## src/rtl/mul_iter16.sv

```systemverilog
// Iterative shift-add multiplier: one multiplier bit per RUN cycle, then a final
// cycle that applies the sign, with valid/ready handshakes on both sides.
module mul_iter16 #(
  parameter int WIDTH = 16
) (
  input  logic             clk,
  input  logic             rst_n,
  input  logic             in_valid,
  output logic             in_ready,
  input  logic [WIDTH-1:0] a,
  input  logic [WIDTH-1:0] b,
  input  logic             is_signed,
  output logic             out_valid,
  input  logic             out_ready,
  output logic [WIDTH-1:0] prod_lo,
  output logic [WIDTH-1:0] prod_hi,
  output logic             busy
);

  localparam int CW = $clog2(WIDTH + 1);

  typedef enum logic [1:0] {IDLE, RUN, DONE} state_t;

  state_t             state_q, state_d;
  logic [WIDTH-1:0]   mcand_q, mcand_d;
  logic [WIDTH-1:0]   mplier_q, mplier_d;
  logic               neg_q, neg_d;
  logic [2*WIDTH-1:0] acc_q, acc_d;
  logic [CW-1:0]      cnt_q, cnt_d;
  logic [2*WIDTH-1:0] prod_q, prod_d;
  logic               accept;

  function automatic logic [WIDTH-1:0] magnitude(input logic [WIDTH-1:0] v, input logic s);
    return (s & v[WIDTH-1]) ? (~v + {{(WIDTH-1){1'b0}}, 1'b1}) : v;
  endfunction

  always_comb begin
    state_d  = state_q;
    mcand_d  = mcand_q;
    mplier_d = mplier_q;
    neg_d    = neg_q;
    acc_d    = acc_q;
    cnt_d    = cnt_q;
    prod_d   = prod_q;

    in_ready = (state_q == IDLE) | ((state_q == DONE) & out_ready);
    accept   = in_valid & in_ready;

    case (state_q)
      IDLE: begin
        if (accept) state_d = RUN;
      end
      RUN: begin
        // Counts 0..WIDTH-1 add partial products; count WIDTH applies the sign.
        if (cnt_q == CW'(WIDTH)) begin
          state_d = DONE;
          prod_d  = neg_q ? -acc_q : acc_q;
        end else begin
          if (mplier_q[0]) acc_d = acc_q + ({{WIDTH{1'b0}}, mcand_q} << cnt_q);
          mplier_d = mplier_q >> 1;
          cnt_d    = cnt_q + CW'(1);
        end
      end
      DONE: begin
        if (out_ready) state_d = in_valid ? RUN : IDLE;
      end
      default: state_d = IDLE;
    endcase

    if (accept) begin
      mcand_d  = magnitude(a, is_signed);
      mplier_d = magnitude(b, is_signed);
      neg_d    = is_signed & (a[WIDTH-1] ^ b[WIDTH-1]);
      acc_d    = '0;
      cnt_d    = '0;
    end
  end

  always_ff @(posedge clk) begin
    if (!rst_n) begin
      state_q  <= IDLE;
      mcand_q  <= '0;
      mplier_q <= '0;
      neg_q    <= 1'b0;
      acc_q    <= '0;
      cnt_q    <= '0;
      prod_q   <= '0;
    end else begin
      state_q  <= state_d;
      mcand_q  <= mcand_d;
      mplier_q <= mplier_d;
      neg_q    <= neg_d;
      acc_q    <= acc_d;
      cnt_q    <= cnt_d;
      prod_q   <= prod_d;
    end
  end

  assign out_valid = (state_q == DONE);
  assign busy      = (state_q == RUN);
  assign prod_lo   = prod_q[WIDTH-1:0];
  assign prod_hi   = prod_q[2*WIDTH-1:WIDTH];

endmodule

```

## config.mk

```make
export PLATFORM = sky130hd
export DESIGN_NAME = mul_iter16
export DESIGN_NICKNAME = d
export VERILOG_FILES = /design/src/rtl/mul_iter16.sv
export SDC_FILE = /design/constraint.sdc
export NUM_CORES = 1
export LEC_CHECK = 0
export BUFFER_PORTS_ARGS = -buffer_cell sky130_fd_sc_hd__buf_4
export CORE_MARGIN = 2
export CORE_UTILIZATION = 55
export DETAILED_ROUTE_END_ITERATION = 8
export PLACE_DENSITY = 0.87
export SKIP_LAST_GASP = 1
export SLEW_MARGIN = 40
export SYNTH_ARGS = -nofsm -noshare
export SYNTH_HDL_FRONTEND = slang
export SYNTH_SLANG_ARGS = --single-unit
export TNS_END_PERCENT = 10
```

## constraint.sdc

```tcl
create_clock -name clk -period 5 [get_ports clk]
set_clock_uncertainty 0.15 [all_clocks]
set_input_delay 1 -clock clk [delete_from_list [all_inputs] [get_ports clk]]
set_output_delay 1 -clock clk [all_outputs]
set_load 0.1 [all_outputs]
```

* After elaboration in Yosys (flattened, before gate mapping)
Cells that the tools add are included.
** Word-level totals
- Logic and storage cells :: 50
- Bits of input ports :: 37
- Flip-flop bits (word level) :: 104
- Output and inout bits :: 35
** Cells by class
- $add $sub $neg :: 5
- Reductions and logical operators :: 8
- Shift-type cells :: 1
- Mux-type cells :: 11
- Equality and inequality tests :: 7
- Bitwise gates (word level) :: 11
** Operator list (count)
- 16-bit two-way mux :: 5
- 16-bit by 1-bit adder with 16-bit output (second input constant) :: 2
- 32-bit adder :: 1
- 32-bit two-way mux :: 1
- 32-bit negator :: 1
- 16-bit inverter :: 2
- 16-bit by 5-bit left shift with 32-bit output :: 1
- 2-bit two-way mux :: 3
- 2-bit case mux with 3 select lines :: 1
- 2-bit AND reduction :: 3
- 3-bit AND reduction :: 2
- 5-bit by 1-bit adder with 5-bit output (second input constant) :: 1
- 1-bit bitwise AND :: 5
- 5-bit equality test (second input constant) :: 1
- 2-bit by 1-bit != test with 1-bit output (second input constant) :: 2
- 2-bit != test (second input constant) :: 2
- 2-bit by 1-bit equality test with 1-bit output (second input constant) :: 1
- 2-bit equality test (second input constant) :: 1
- 2-bit zero test :: 1
- 1-bit inverter :: 2
- 2-bit nonzero test :: 1
- 2-bit OR reduction :: 1
- 1-bit two-way mux :: 1
- 1-bit bitwise OR :: 1
- 1-bit XOR :: 1

* Depth between registers and ports, before layout
- Depth after elaboration :: 6
- Mapped depth :: 19
- Mapped depth without buffers :: 17

* Least setup slack after synthesis
OpenSTA, ideal clock, no wires.
- Path type :: input to register
- From :: input port out_ready
- To :: register cnt_q[0]
- Stages :: 7
- Data required time :: 4722 ps
- Setup slack :: 864 ps
- Data arrival time :: 3859 ps
- Cells stage by stage :: inv_1 a21oi_1 nand2_1 nand2_1 clkbuf_1 clkbuf_1 nor2_1
** Between the ends
- Longest elaborated chain between the ends :: 4
** Ends and longest elaborated chain
- start, declared :: line 14 : input logic out_ready,
- 1-bit bitwise AND :: line 46 : in_ready = (state_q == IDLE) | ((state_q == DONE) & out_ready);
- 1-bit bitwise OR :: line 46
- named net in_ready :: line 9 : output logic in_ready,
- 1-bit bitwise AND :: line 47 : accept = in_valid & in_ready;
- 2-bit OR reduction (no source line)
- end signal, assigned :: line 94 : cnt_q <= cnt_d;
- end, declared :: line 29 : logic [CW-1:0] cnt_q, cnt_d;
The timed path passes the listed nets, and every way through them passes these cells.
A chain may end at the register's enable or synchronous reset.

* Worst setup path after layout
- From :: register cnt_q[1]
- To :: register acc_q[29]
** Between the ends
- Longest elaborated chain between the ends :: 3
- Elaborated cells on any way between the ends :: 5
- Those cells by class :: add/sub (1); eq/ne (1); shift (1); bitwise (1); reduce/logical (1)
** Ends and longest elaborated chain
- parallel branches: the longest is 3 deep, another holds 32-bit adder
- end signal, assigned :: line 85 : acc_q <= '0;
- end signal, assigned :: line 93 : acc_q <= acc_d;
- end, declared :: line 28 : logic [2*WIDTH-1:0] acc_q, acc_d;
Several ways; the timed one is not identified.

==> run_summary.xml <==
<?xml version="1.0" encoding="UTF-8"?>
<metrics>
  <group name="cts">
    <metric name="cts.path.max_buffers" unit="">2</metric>
    <metric name="cts_root_buffer" unit="">sky130_fd_sc_hd__clkbuf_16</metric>
    <metric name="holdBufCountCts" unit="">0</metric>
    <metric name="clock-sinks" unit="">104</metric>
    <metric name="number_of_setup_buffers_added_after_cts" unit="">0</metric>
    <metric name="source_to_sink_clock_delay_at_the_later_pin_of_the_worst_skew_pair" unit="ns">0.36</metric>
    <metric name="tritoncts" unit="">built</metric>
    <metric name="post_cts_resize_count" unit="">0</metric>
    <metric name="cts_htree_levels" unit="">3</metric>
    <metric name="clk_pin_slew_worst_paths" unit="ns">0.07</metric>
    <metric name="cts_made_buffers" unit="">9</metric>
  </group>
  <group name="die">
    <metric name="num_io_pins" unit="">72</metric>
    <metric name="floorplan.core_area" unit="mm²">0.01393</metric>
    <metric name="chipWidth" unit="µm">123.8</metric>
    <metric name="die-area" unit="mm²">0.01532</metric>
    <metric name="placement_rows" unit="">43</metric>
    <metric name="initial_standard_cell_utilization_of_the_core" unit="%">56.60</metric>
    <metric name="die_h" unit="µm">123.8</metric>
  </group>
  <group name="job">
    <metric name="max-cap-violations" unit="">0</metric>
  </group>
  <group name="setup_path">
    <metric name="regToRegEndpoint" unit="">acc_q[29]</metric>
    <metric name="worstSetupPathType" unit="">flip-flop to flip-flop</metric>
    <metric name="critical_path_peak_fanout" unit="">14</metric>
    <metric name="timing.critical_path.arrival" unit="ns">4.61</metric>
    <metric name="critical_path_max_stage_delay" unit="ns">0.68</metric>
    <metric name="path_delay_family" unit="">compound AO/OA/AOI/OAI gates</metric>
    <metric name="timing.critical_path.required" unit="ns">5.13</metric>
    <metric name="slowest_stage" unit="">sky130_fd_sc_hd__dfxtp_1</metric>
    <metric name="timing.critical_path.buf_inv" unit="">0</metric>
    <metric name="crit_path_start_kind" unit="">flip-flop</metric>
    <metric name="critical_path.cell_chain" unit="">mux2i_1, nor2_1, a31oi_1, nor2_1, a21oi_1, nor3_1, ha_1, nand4_2, a211oi_4, nor3b_2, o41ai_2, o2111ai_1, a21oi_1, mux2_2, o22ai_1</metric>
    <metric name="rrSetupSlack" unit="ns">0.51</metric>
    <metric name="critical_path.endpoint_type" unit="">flip-flop</metric>
    <metric name="reg2regPathDepth" unit="">15</metric>
    <metric name="beginning_of_the_worst_register_to_register_path" unit="">cnt_q[1]</metric>
  </group>
  <group name="logic_synthesis">
    <metric name="number_of_library_cell_types_mapped_by_synthesis" unit="">77</metric>
    <metric name="netlist.top_cell.by_area" unit="">sky130_fd_sc_hd__dfxtp_1</metric>
    <metric name="syn_inst_count" unit="">1019</metric>
    <metric name="synth_most_common_cell" unit="">sky130_fd_sc_hd__nand2_1</metric>
    <metric name="fraction_of_the_mapped_netlist_area_in_compound_gates" unit="%">24.73</metric>
    <metric name="main_combinational_cell_family_by_area_after_synthesis" unit="">compound AO/OA/AOI/OAI gates</metric>
    <metric name="top_cells_by_instance_count_after_synthesis" unit="">sky130_fd_sc_hd__nand2_1, sky130_fd_sc_hd__dfxtp_1, sky130_fd_sc_hd__a21oi_1, sky130_fd_sc_hd__nor2_1, sky130_fd_sc_hd__o21ai_0</metric>
    <metric name="syn-cell-area" unit="mm²">0.007888</metric>
    <metric name="synth.mux.area_fraction" unit="%">6.377</metric>
    <metric name="synthSimpleGateAreaFrac" unit="%">23.03</metric>
    <metric name="synth_area_per_cell" unit="µm²">7.740</metric>
    <metric name="synthesis.yosys.warnings" unit="">0</metric>
    <metric name="synth_top_flop_cell" unit="">sky130_fd_sc_hd__dfxtp_1</metric>
    <metric name="synthDominantCellAreaShare" unit="%">26.40</metric>
    <metric name="synth-adder-area-share" unit="%">5.964</metric>
    <metric name="synth_xor_area_share" unit="%">9.216</metric>
    <metric name="synth_sequential_area_ratio" unit="%">26.40</metric>
    <metric name="total_of_flip_flops_plus_latches_after_synthesis" unit="">104</metric>
    <metric name="synth_edf_count" unit="">0</metric>
    <metric name="syn_nets" unit="">1093</metric>
    <metric name="asyncSetResetFlopFracSynth" unit="%">0</metric>
    <metric name="ys_top_cells_by_area" unit="">sky130_fd_sc_hd__dfxtp_1, sky130_fd_sc_hd__nand2_1, sky130_fd_sc_hd__ha_1</metric>
  </group>
  <group name="sta">
    <metric name="maxSlewHeadroom" unit="%">56.92</metric>
    <metric name="finalHoldWorstSlack" unit="ns">0.3183</metric>
    <metric name="setup-tns-final" unit="ns">0</metric>
    <metric name="fin_crit_sh" unit="%">89.71</metric>
    <metric name="fin_crit" unit="ns">4.485</metric>
    <metric name="rsz0062_at_grt" unit="">no</metric>
    <metric name="final_max_slew_viol_count" unit="">0</metric>
    <metric name="achievable-frequency" unit="MHz">222.9</metric>
    <metric name="hold_violations" unit="">0</metric>
    <metric name="setup_viol" unit="">0</metric>
    <metric name="max_slew.worst_pin.slew" unit="ns">0.6462</metric>
  </group>
  <group name="worst_hold_path">
    <metric name="timing.hold.worst.start" unit="">prod_q[27]</metric>
    <metric name="min_delay_worst_endpoint" unit="">prod_q[27]</metric>
    <metric name="hold-path-cell-count" unit="">2</metric>
    <metric name="hold_class" unit="">flip-flop to flip-flop</metric>
  </group>
  <group name="place">
    <metric name="globalplace.congestion" unit="">0.9816</metric>
    <metric name="io_buffer_count" unit="">71</metric>
    <metric name="placed_cell_area" unit="mm²">0.008483</metric>
    <metric name="place.detailed.hpwl" unit="mm">15.85</metric>
    <metric name="placed_cells_incl_taps" unit="">1220</metric>
  </group>
  <group name="layout">
    <metric name="stdcell_count" unit="">1236</metric>
    <metric name="final_net_count" unit="">1125</metric>
    <metric name="stdcell_area" unit="mm²">0.008812</metric>
    <metric name="nFillCells" unit="">1189</metric>
    <metric name="antennaDiodeCount" unit="">0</metric>
    <metric name="synthToLayoutAreaGrowth" unit="%">11.72</metric>
    <metric name="layout-drive-gt1-share" unit="%">14.02</metric>
  </group>
  <group name="pwr">
    <metric name="ir_drop" unit="mV">0.1636</metric>
    <metric name="totalPowerFinal" unit="mW">2.003</metric>
    <metric name="cellLeakagePower" unit="nW">3.689</metric>
    <metric name="pwr_density_cell" unit="mW/mm²">227.3</metric>
  </group>
  <group name="routing">
    <metric name="drt.antenna.violating_nets" unit="">0</metric>
    <metric name="post-route-drc-count" unit="">0</metric>
    <metric name="vias_per_cell" unit="">6.141</metric>
    <metric name="drt-initial-drc-count" unit="">564</metric>
    <metric name="routed_vias" unit="">7590</metric>
    <metric name="postRouteWirelength" unit="mm">20.83</metric>
    <metric name="drt_pass1_iterations" unit="">6</metric>
    <metric name="detail_route.wl_per_cell" unit="µm">16.85</metric>
  </group>
  <group name="global_route">
    <metric name="groute.usage.overall" unit="%">27.83</metric>
    <metric name="antenna_found_initial" unit="">0</metric>
    <metric name="globalRouteOverflowTotal" unit="">0</metric>
    <metric name="grt_pass1_vias" unit="">6805</metric>
    <metric name="grt_pass1_wl" unit="mm">33.79</metric>
    <metric name="grt_max_degree" unit="">44</metric>
  </group>
  <group name="outcome">
    <metric name="status" unit="">finished, final reports clean</metric>
  </group>
</metrics>
## metal layers
metal / global-route usage, % / share of wire, %
met5: 0 / 0
met4: 10.65 / 2.6
met3: 4.579 / 7.2
met2: 45.57 / 47
met1: 36.73 / 43
## state kept, by name (all words and copies together) (netlist names)
| name | cells |
|---|---|
| acc_q | 32 |
| prod_q | 32 |
| mcand_q | 16 |
| mplier_q | 16 |
| cnt_q | 5 |
| state_q | 2 |
| neg_q | 1 |
## cell usage in the layout (no fill, tap or decap), types with 4 or more instances in the layout
cell                          n
sky130_fd_sc_hd__xor2_1      50
sky130_fd_sc_hd__nor2b_1     11
sky130_fd_sc_hd__nand2_1    140
sky130_fd_sc_hd__o211ai_1     7
sky130_fd_sc_hd__mux4_2       7
sky130_fd_sc_hd__xnor2_1     33
sky130_fd_sc_hd__nor2_1      83
sky130_fd_sc_hd__o41ai_1      4
sky130_fd_sc_hd__mux2_2       8
sky130_fd_sc_hd__a211oi_1    39
sky130_fd_sc_hd__nand3_1     28
sky130_fd_sc_hd__nand2b_1    10
sky130_fd_sc_hd__nor3_1      25
sky130_fd_sc_hd__o22ai_1     13
sky130_fd_sc_hd__and2_1      11
sky130_fd_sc_hd__o21ai_1      4
sky130_fd_sc_hd__mux2i_1     24
sky130_fd_sc_hd__o21ai_0     65
sky130_fd_sc_hd__o21a_1       6
sky130_fd_sc_hd__ha_1        36
sky130_fd_sc_hd__inv_1       16
sky130_fd_sc_hd__or3_1       12
sky130_fd_sc_hd__buf_4       85
sky130_fd_sc_hd__o211a_1     20
sky130_fd_sc_hd__a31oi_1      6
sky130_fd_sc_hd__clkbuf_16    9
sky130_fd_sc_hd__nor4_1       9
sky130_fd_sc_hd__or4_1        4
sky130_fd_sc_hd__a21oi_1     86
sky130_fd_sc_hd__a21o_1       8
sky130_fd_sc_hd__dfxtp_1    104
sky130_fd_sc_hd__o31ai_1      9
sky130_fd_sc_hd__nand4_1     13
sky130_fd_sc_hd__a22oi_1      4
## worst min-delay path, stage by stage (launching register included)
cell                      delay [ns]
sky130_fd_sc_hd__dfxtp_1        0.31
sky130_fd_sc_hd__nand3_1        0.06
sky130_fd_sc_hd__o21ai_1        0.05
## through the flow
stage               util, %  setup slack [ns]
finish                63.24            0.5146
floorplan                 -            0.8637
CTS                   63.22            0.5457
detailed placement    60.88            0.5245
global placement      60.87            0.6590
global route          63.24            0.1297
## power breakdown
part	leakage [nW]	total [mW]	internal, mW	switching, mW
Sequential	0.845	0.884	0.855	0.0290
Combinational	2.69	0.350	0.138	0.212
Clock	0.158	0.770	0.444	0.326
## worst max-delay path by stage
stage                      to  cells past startpoint      start  slack (ns)
global placement    acc_q[29]                     15   cnt_q[1]        0.66
floorplan            cnt_q[0]                      7  out_ready        0.86
CTS                 acc_q[29]                     15   cnt_q[1]        0.55
detailed placement  acc_q[29]                     15   cnt_q[1]        0.52
global route        acc_q[29]                     15   cnt_q[1]        0.13
finish              acc_q[29]                     15   cnt_q[1]        0.51
## cells by family after synthesis
logic type                 after synthesis
adders and majority gates               37
DFF                                    104
AOI/OAI and AO/OA                      297
and+or+nand+nor                        376
buffers and inverters                   82
muxes                                   40
xor gates and xnor gates                83
## final cells by class
cell class | instances | area, µm² | share of cell area [%]
Multi-Input combinational cell | 833 | 5473 | 62.10
Sequential cell | 104 | 2082 | 23.63
Timing Repair Buffer | 85 | 638.1 | 7.241
Clock buffer | 9 | 225.2 | 2.556
Tap cell | 180 | 225.2 | 2.556
Clock inverter | 7 | 101.3 | 1.150
Inverter | 18 | 67.56 | 0.7667
Power figures use the tool's default switching activity.
